**src/rtl/debounce_sync_if.sv**
```systemverilog
// Signal bundle between a raw-level source and the debounce_sync conditioner.
// Handshake: none. din is a free-running asynchronous level. All outputs are registered levels or 1-cycle strobes in the clk domain.
interface debounce_sync_if;
  logic       din;
  logic       dout;
  logic       dout_b;
  logic       rise;
  logic       fall;
  logic       busy;
  logic [1:0] dbg_state;

  modport master (
    output din,
    input  dout, dout_b, rise, fall, busy, dbg_state
  );

  modport slave (
    input  din,
    output dout, dout_b, rise, fall, busy, dbg_state
  );
endinterface

```
**src/rtl/debounce_sync.sv**
```systemverilog
// Synchronises one asynchronous input and accepts a new level only after it has
// been stable for STABLE_CNT consecutive clocks. Also emits rise/fall strobes and a busy flag.
module debounce_sync #(
  parameter int SYNC_STAGES = 2,
  parameter int CNT_W       = 16,
  parameter int STABLE_CNT  = 1000
) (
  input  logic            clk,
  input  logic            rst_n,
  debounce_sync_if.slave  bus
);

  localparam logic [1:0] S_LOW    = 2'd0;
  localparam logic [1:0] S_CHK_HI = 2'd1;
  localparam logic [1:0] S_HIGH   = 2'd2;
  localparam logic [1:0] S_CHK_LO = 2'd3;

  localparam logic [CNT_W-1:0] CNT_ONE  = CNT_W'(1);
  localparam logic [CNT_W-1:0] CNT_LAST = CNT_W'(STABLE_CNT - 1);

  generate
    if (SYNC_STAGES < 2 || SYNC_STAGES > 4) begin : g_bad_sync
      $error("debounce_sync: SYNC_STAGES must be 2..4");
    end
    if (STABLE_CNT < 2) begin : g_bad_cnt_lo
      $error("debounce_sync: STABLE_CNT must be at least 2");
    end
    if (64'(STABLE_CNT) > ((64'd1 << CNT_W) - 64'd1)) begin : g_bad_cnt_hi
      $error("debounce_sync: STABLE_CNT does not fit in CNT_W bits");
    end
  endgenerate

  logic [SYNC_STAGES-1:0] sync_q;
  logic                   s;
  logic [1:0]             state, state_nxt;
  logic [CNT_W-1:0]       cnt, cnt_nxt;
  logic                   dout_q, dout_b_q, rise_q, fall_q, busy_q;
  logic                   rise_nxt, fall_nxt;

  always_ff @(posedge clk or negedge rst_n) begin
    if (!rst_n) sync_q <= '0;
    else        sync_q <= {sync_q[SYNC_STAGES-2:0], bus.din};
  end

  assign s = sync_q[SYNC_STAGES-1];

  // A reversal of s while checking returns to the settled state and discards the count.
  always_comb begin
    state_nxt = state;
    cnt_nxt   = '0;
    rise_nxt  = 1'b0;
    fall_nxt  = 1'b0;
    case (state)
      S_LOW: begin
        if (s) begin
          state_nxt = S_CHK_HI;
          cnt_nxt   = CNT_ONE;
        end
      end
      S_CHK_HI: begin
        if (!s) begin
          state_nxt = S_LOW;
        end else if (cnt == CNT_LAST) begin
          state_nxt = S_HIGH;
          rise_nxt  = 1'b1;
        end else begin
          cnt_nxt = cnt + CNT_ONE;
        end
      end
      S_HIGH: begin
        if (!s) begin
          state_nxt = S_CHK_LO;
          cnt_nxt   = CNT_ONE;
        end
      end
      S_CHK_LO: begin
        if (s) begin
          state_nxt = S_HIGH;
        end else if (cnt == CNT_LAST) begin
          state_nxt = S_LOW;
          fall_nxt  = 1'b1;
        end else begin
          cnt_nxt = cnt + CNT_ONE;
        end
      end
      default: begin
        state_nxt = S_LOW;
      end
    endcase
  end

  always_ff @(posedge clk or negedge rst_n) begin
    if (!rst_n) begin
      state    <= S_LOW;
      cnt      <= '0;
      dout_q   <= 1'b0;
      dout_b_q <= 1'b1;
      rise_q   <= 1'b0;
      fall_q   <= 1'b0;
      busy_q   <= 1'b0;
    end else begin
      state    <= state_nxt;
      cnt      <= cnt_nxt;
      rise_q   <= rise_nxt;
      fall_q   <= fall_nxt;
      busy_q   <= (state_nxt == S_CHK_HI) || (state_nxt == S_CHK_LO);
      if (rise_nxt) begin
        dout_q   <= 1'b1;
        dout_b_q <= 1'b0;
      end else if (fall_nxt) begin
        dout_q   <= 1'b0;
        dout_b_q <= 1'b1;
      end
    end
  end

  assign bus.dout      = dout_q;
  assign bus.dout_b    = dout_b_q;
  assign bus.rise      = rise_q;
  assign bus.fall      = fall_q;
  assign bus.busy      = busy_q;
  assign bus.dbg_state = state;

endmodule

```
**src/flat_wrapper.sv**
```systemverilog
// flat-port wrapper written by rule: the top's interface ports become plain ports
module debounce_sync_flat 
#(
  parameter int SYNC_STAGES = 2,
  parameter int CNT_W       = 16,
  parameter int STABLE_CNT  = 1000
)
  (clk, rst_n, bus_din, bus_dout, bus_dout_b, bus_rise, bus_fall, bus_busy, bus_dbg_state);
  debounce_sync_if bus_i ();
  input  logic clk;
  input  logic rst_n;
  input wire logic [$bits(bus_i.din)-1:0] bus_din;
  output wire logic [$bits(bus_i.dout)-1:0] bus_dout;
  output wire logic [$bits(bus_i.dout_b)-1:0] bus_dout_b;
  output wire logic [$bits(bus_i.rise)-1:0] bus_rise;
  output wire logic [$bits(bus_i.fall)-1:0] bus_fall;
  output wire logic [$bits(bus_i.busy)-1:0] bus_busy;
  output wire logic [$bits(bus_i.dbg_state)-1:0] bus_dbg_state;
  assign bus_i.din = bus_din;
  assign bus_dout = bus_i.dout;
  assign bus_dout_b = bus_i.dout_b;
  assign bus_rise = bus_i.rise;
  assign bus_fall = bus_i.fall;
  assign bus_busy = bus_i.busy;
  assign bus_dbg_state = bus_i.dbg_state;
  debounce_sync #(.SYNC_STAGES(SYNC_STAGES), .CNT_W(CNT_W), .STABLE_CNT(STABLE_CNT)) u_core (.clk(clk), .rst_n(rst_n), .bus(bus_i));
endmodule
```
**config.mk**
```make
export PLATFORM = sky130hd
export DESIGN_NAME = debounce_sync_flat
export DESIGN_NICKNAME = d
export VERILOG_FILES = /design/src/rtl/debounce_sync_if.sv /design/src/rtl/debounce_sync.sv /design/src/flat_wrapper.sv
export SDC_FILE = /design/constraint.sdc
export NUM_CORES = 1
export LEC_CHECK = 0
export CAP_MARGIN = 20
export CORE_MARGIN = 2
export CORE_UTILIZATION = 55
export DETAILED_ROUTE_END_ITERATION = 10
export MAX_ROUTING_LAYER = met4
export PLACE_DENSITY = 0.86
export SLEW_MARGIN = 15
export SYNTH_ARGS = -nofsm -noshare
export SYNTH_HDL_FRONTEND = slang
export SYNTH_SLANG_ARGS = --single-unit
```
**constraint.sdc**
```tcl
create_clock -name clk -period 3.22 [get_ports clk]
set_clock_uncertainty 0.05 [all_clocks]
set_input_delay 0.805 -clock clk [delete_from_list [all_inputs] [get_ports clk]]
set_output_delay 0.805 -clock clk [all_outputs]
set_load 0.005 [all_outputs]
```
==> results.yml, run 1 <==
route:
  vias: 829
  wl_per_cell_um: 14.1
  drtPass1Iterations: 4
  first_iter_violations: 33
  vias_per_cell: 5.76
  wirelength_mm: 2.03
  ant_nets: 0
  drcViolationCount: 0
timing:
  worstMarginPinSlew_ps: 560
  finalSetupTns_ps: 0
  maxSlewHeadroom: 0.625
  fin_crit_sh: 0.694
  fmax_mhz: 447
  hold_viol_final: 0
  setup_viol: 0
  min_period_ps: 2240
  setup_ws_ps: 984
  rsz0062_at_grt: "false"
  final_max_slew_viol_count: 0
yosys:
  synth-seq-area-share: 0.548
  synth_ff_type: "dfrtp_1"
  syn_nets: 111
  synthArstFlopShare: 1.00
  synth_edf_count: 0
  netlist.area_leader.share: 0.525
  yosys-top-cells-area: "dfrtp_1 52%, nor2_1 5.1%, xnor2_1 4.8%, xor2_1 4.8%, or4_1 3.4%"
  yosysTopAreaCell: "dfrtp_1"
  syn_area_per_cell_sq_um: 10.3
  netlist_area_sq_um: 1100
  yosysMostFrequentCell: "dfrtp_1"
  synth_seq_cells: 24
  netlist_instances: 107
  synthDistinctLibCells: 28
  yosysWarnings: 0
  synth_common_cells: "23 x dfrtp_1, 15 x nor2_1, 7 x nand2_1, 7 x nand3_1"
clock_network:
  worst_skew_pair.late_latency_ps: 310
  max-clock-path-buffers: 2
  postCtsHoldBufs: 0
  ctsResizeCount: 0
  cts_num_sinks: 24
  post_cts_buffers: 0
  numCtsBuffers: 3
  tritoncts: "done"
  clk_pin_slew_worst_paths_ps: 110
  cts-htree-levels: 1
  root_buffer: "clkbuf_4"
power:
  comb_power_share: 0.044
  powerDensity_nw_per_um2: 374
  internal-power_w: 0.000361
  ir_drop_v: 0.000273
  clockPowerShare: 0.288
  p_sw_w: 0.0000995
  switching_share: 0.216
  leakage_nw: 0.514
  seqPwrFrac: 0.668
floorplan:
  placementRows: 16
  core_sq_um: 1920
  fp.dieH_um: 48.7
  start_util: 0.571
  die_w_um: 48.7
  dieArea_sq_um: 2370
  ios: 10
placement:
  pre_cts_slack_ps: 1010
  place_area_sq_um: 1200
  numPortBuffers: 9
  routabilityCongestion: 0.837
  dpl.hpwl_mm: 1.36
global_route:
  grtUsageTotal: 0.202
  grt_pass1_vias: 798
  grt_pass1_wl_mm: 3.62
  antenna_found_initial: 0
  grt_max_degree: 25
  gr-total-overflow: 0
cells_and_area:
  antennaDiodeCount: 0
  fin_util: 0.641
  drive_gt1_frac: 0.0598
  nets: 122
  area_growth_pct: 12.2
  final_cell_area_sq_um: 1230
hold_path:
  min_path_type: "register to register"
worst_setup_path:
  path_max_fanout: 14
  crit_arrival_ps: 2350
  crit_family: "simple AND/OR/NAND/NOR gates"
  crit_path_end_kind: "register"
  crit_type: "register to register"
  setup.worst_path.start_class: "register"
  cp_slowest_stage_delay_ps: 560
  path_cells: "or4_4 -> or4_1 -> nand3_1 -> a21oi_1"
  cp.required_ps: 3340
  cp_num_buf_inv: 0
  cp_slowest_cell: "or4_4"
flow_run:
  maxCapViolCount: 0
run_status:
  status: "complete, no violations"
==> power by group through the flow <==
stage / sequential, W / clock [W] / combinational, W
after global placement: 0.000313 / 0 / 0.0000201
after detailed placement: 0.000314 / 0 / 0.0000207
final: 0.000308 / 0.000133 / 0.0000203
after global routing: 0.000309 / 0.000151 / 0.0000232
after CTS: 0.000308 / 0.000139 / 0.0000207
after floorplan: 0.000313 / 0 / 0.00000904
==> sequential cells by signal, summed over array words and instances (netlist names) <==
register,cells
u_core.bus.rise,1
u_core.bus.fall,1
u_core.bus.dout_b,1
u_core.sync_q,2
u_core.bus.dout,1
u_core.cnt,16
u_core.bus.dbg_state,2
==> final timing paths <==
check / startpoint / slack [ps] / depth (start not counted) / end
worst max-delay path: u_core.cnt[10] / 980 / 4 / u_core.cnt[13]
min in group asynchronous: rst_n / 770 / 2 / u_core.cnt[0]
worst max register to register: u_core.cnt[10] / 980 / 4 / u_core.cnt[13]
worst min register to register: u_core.sync_q[0] / 310 / 0 / u_core.sync_q[1]
worst min-delay path: u_core.sync_q[0] / 310 / 0 / u_core.sync_q[1]
max in group asynchronous: rst_n / 2050 / 2 / u_core.bus.dout_b
==> per-stage QoR <==
stage	power, W	hold WS, ps	instances
after global routing	0.000483	324	144
after global placement	0.000333	283	140
after CTS	0.000468	314	144
after detailed placement	0.000334	287	140
after floorplan	0.000322	281	107
final	0.000461	312	144
==> worst reg2reg max path: cells and delay by family, from the launching register on <==
kind | cells | cell delay, ps
and+or+nand+nor | 3 | 1490
DFF | 1 | 460
AOI/OAI and AO/OA | 1 | 100
==> cells by family after synthesis <==
family / synth area share
flops: 0.548
buf+inv: 0.0319
fa+ha+maj: 0.0114
xor+xnor: 0.0958
compound gates: 0.0559
simple gates: 0.257
==> cells in the final DEF (no fill, tap or decap), drive strengths merged, types with 2 or more instances in the layout <==
master / instances
dfrtp: 23
nor2: 15
clkdlybuf4s50: 9
nand2: 7
nand3: 7
xnor2: 6
xor2: 6
or4: 6
nand4: 5
and3: 4
o21ai: 4
clkbuf: 4
inv: 3
nand2b: 2
nor4: 2
nor3: 2
a21oi: 2
==> per-layer routing <==
metal / global-route usage / part of all wire
met5: - / 0
met4: 0.0857 / 0.012
met2: 0.329 / 0.51
met3: 0.0401 / 0.051
met1: 0.248 / 0.43
==> area by class of cell <==
class	instances	area, sq um
Clock buffer	4	26.3
Sequential cell	24	602
Tap cell	27	33.8
Multi-Input combinational cell	76	460
Timing Repair Buffer	10	97.6
Fill cell	166	691
Inverter	3	11.3
No activity file was read; power rests on OpenSTA's default activity.
==> run 2, diff against run 1 <==
- CORE_UTILIZATION: 55 -> 54
- PLACE_DENSITY: 0.86 -> 0.85
- clock period: 3.22 -> 2.18 ns (I/O delays scaled with it)
==> results.yml, run 2 (synthesis results as in run 1) <==
run_status:
  status: "complete, no violations"
cells_and_area:
  largest_reg_flops: 16
  final_common_cell: "dfrtp_1"
  nets: 127
  antennaDiodeCount: 0
  drive_gt1_frac: 0.115
  area_growth_pct: 16.9
  layout_common_cells: "23 x dfrtp_1, 15 x nor2_1, 9 x clkdlybuf4s50_1, 7 x nand2_1, 7 x nand3_1"
  largest_register: "u_core.cnt"
power:
  ir_drop_v: 0.000376
  leakage_nw: 0.545
  powerDensity_nw_per_um2: 554
  total_power_w: 0.000710
clock_network:
  max-clock-path-buffers: 2
  tritoncts: "done"
  clk_pin_slew_worst_paths_ps: 110
  worst_skew_pair.late_latency_ps: 310
  root_buffer: "clkbuf_4"
  cts_num_sinks: 24
  cts-htree-levels: 1
  numCtsBuffers: 3
floorplan:
  placementRows: 16
  start_util: 0.565
  ios: 10
  fp.dieH_um: 49.1
  die_w_um: 49.1
  core_sq_um: 1940
  dieArea_sq_um: 2410
global_route:
  grt_pass1_wl_mm: 3.63
  antenna_found_initial: 0
  grt_max_degree: 25
  grtUsageTotal: 0.201
  gr-total-overflow: 0
  grt_pass1_vias: 830
timing:
  fmax_mhz: 487
  worstMarginPinSlew_ps: 333
  rsz0062_at_grt: "false"
  hold_viol_final: 0
  maxSlewHeadroom: 0.776
  min_period_ps: 2050
  setup_ws_ps: 127
  finalSetupTns_ps: 0
  setup_viol: 0
  fin_crit_sh: 0.942
  final_max_slew_viol_count: 0
hold_path:
  hold_depth: 0
  min_path_type: "register to register"
worst_setup_path:
  crit_type: "register to register"
  cp.required_ps: 2310
  crit_arrival_ps: 2180
  cp_slowest_stage_delay_ps: 580
  cp_slowest_cell: "or4_4"
  reg2regPathDepth: 4
  crit_path_end_kind: "register"
  path_max_fanout: 7
  setup.worst_path.start_class: "register"
  path_cells: "or4_1 -> or4_4 -> o21ai_0 -> o221ai_1"
route:
  vias_per_cell: 5.79
  vias: 863
  first_iter_violations: 13
  wl_per_cell_um: 13.7
  ant_nets: 0
  drcViolationCount: 0
  wirelength_mm: 2.04
  drtPass1Iterations: 4
placement:
  pre_cts_slack_ps: 58.1
  routabilityCongestion: 0.828
  numPortBuffers: 9
  dpl.hpwl_mm: 1.54
flow_run:
  maxCapViolCount: 0
## run 2: cell types whose count changed in the layout (fill, tap and decap cells not counted)
cell,previous run,this run
clkbuf_1,1,0
or4_1,5,4
or4_4,1,2
buf_4,1,6
clkbuf_8,0,1
## run 2: critical path: cells and delay by family, from the launching register on
kind | cells | cell delay [ps]
DFF | 1 | 440
AOI/OAI and AO/OA | 2 | 300
and+or+nand+nor | 2 | 1150
## run 2: power breakdown
part	internal, W	total (W)	switching [W]
logic	0.0000144	0.0000328	0.0000184
registers	0.000450	0.000455	0.00000443
clock network	0.000102	0.000223	0.000121
total	0.000567	0.000710	0.000144
## run 2: final timing paths
kind | slack (ps) | from | to
max reg2reg | 130 | u_core.cnt[4] | u_core.bus.dout
min | 320 | u_core.sync_q[0] | u_core.sync_q[1]
min in group asynchronous | 530 | rst_n | u_core.cnt[0]
max in group asynchronous | 1270 | rst_n | u_core.bus.dout_b
min reg2reg | 320 | u_core.sync_q[0] | u_core.sync_q[1]
max | 130 | u_core.cnt[4] | u_core.bus.dout
## run 2: layout make-up
type                    count  area, sq um
flip-flops and latches     24          602
repair buffers             15          135
multi-input cells          76          464
well taps                  27         33.8
fillers                   156          659
inverters                   3         11.3
clock buffers               4         36.3
## run 2: repair_timing
| item | in CTS | in global routing |
|---|---|---|
| gates resized for setup | 0 | 1 |
| hold buffers | 0 | 0 |
| setup buffers | 0 | 0 |
| setup endpoints to repair | 0 | 2 |
## run 2: metrics by stage
stage          instance area [sq um]  hold slack, ps   util  cells
2_1_floorplan                   1100             199      -    107
3_3_place_gp                    1240             285  0.640    145
3_5_place_dp                    1240             290  0.640    145
4_1_cts                         1280             318  0.659    149
5_1_grt                         1280             346  0.660    149
6_report                        1280             316  0.660    149
## run 2: per-layer routing
metal  GRT usage  share of wire
met1       0.229           0.42
met2       0.349           0.52
met3      0.0337          0.052
met4      0.0810          0.014
met5           -              0
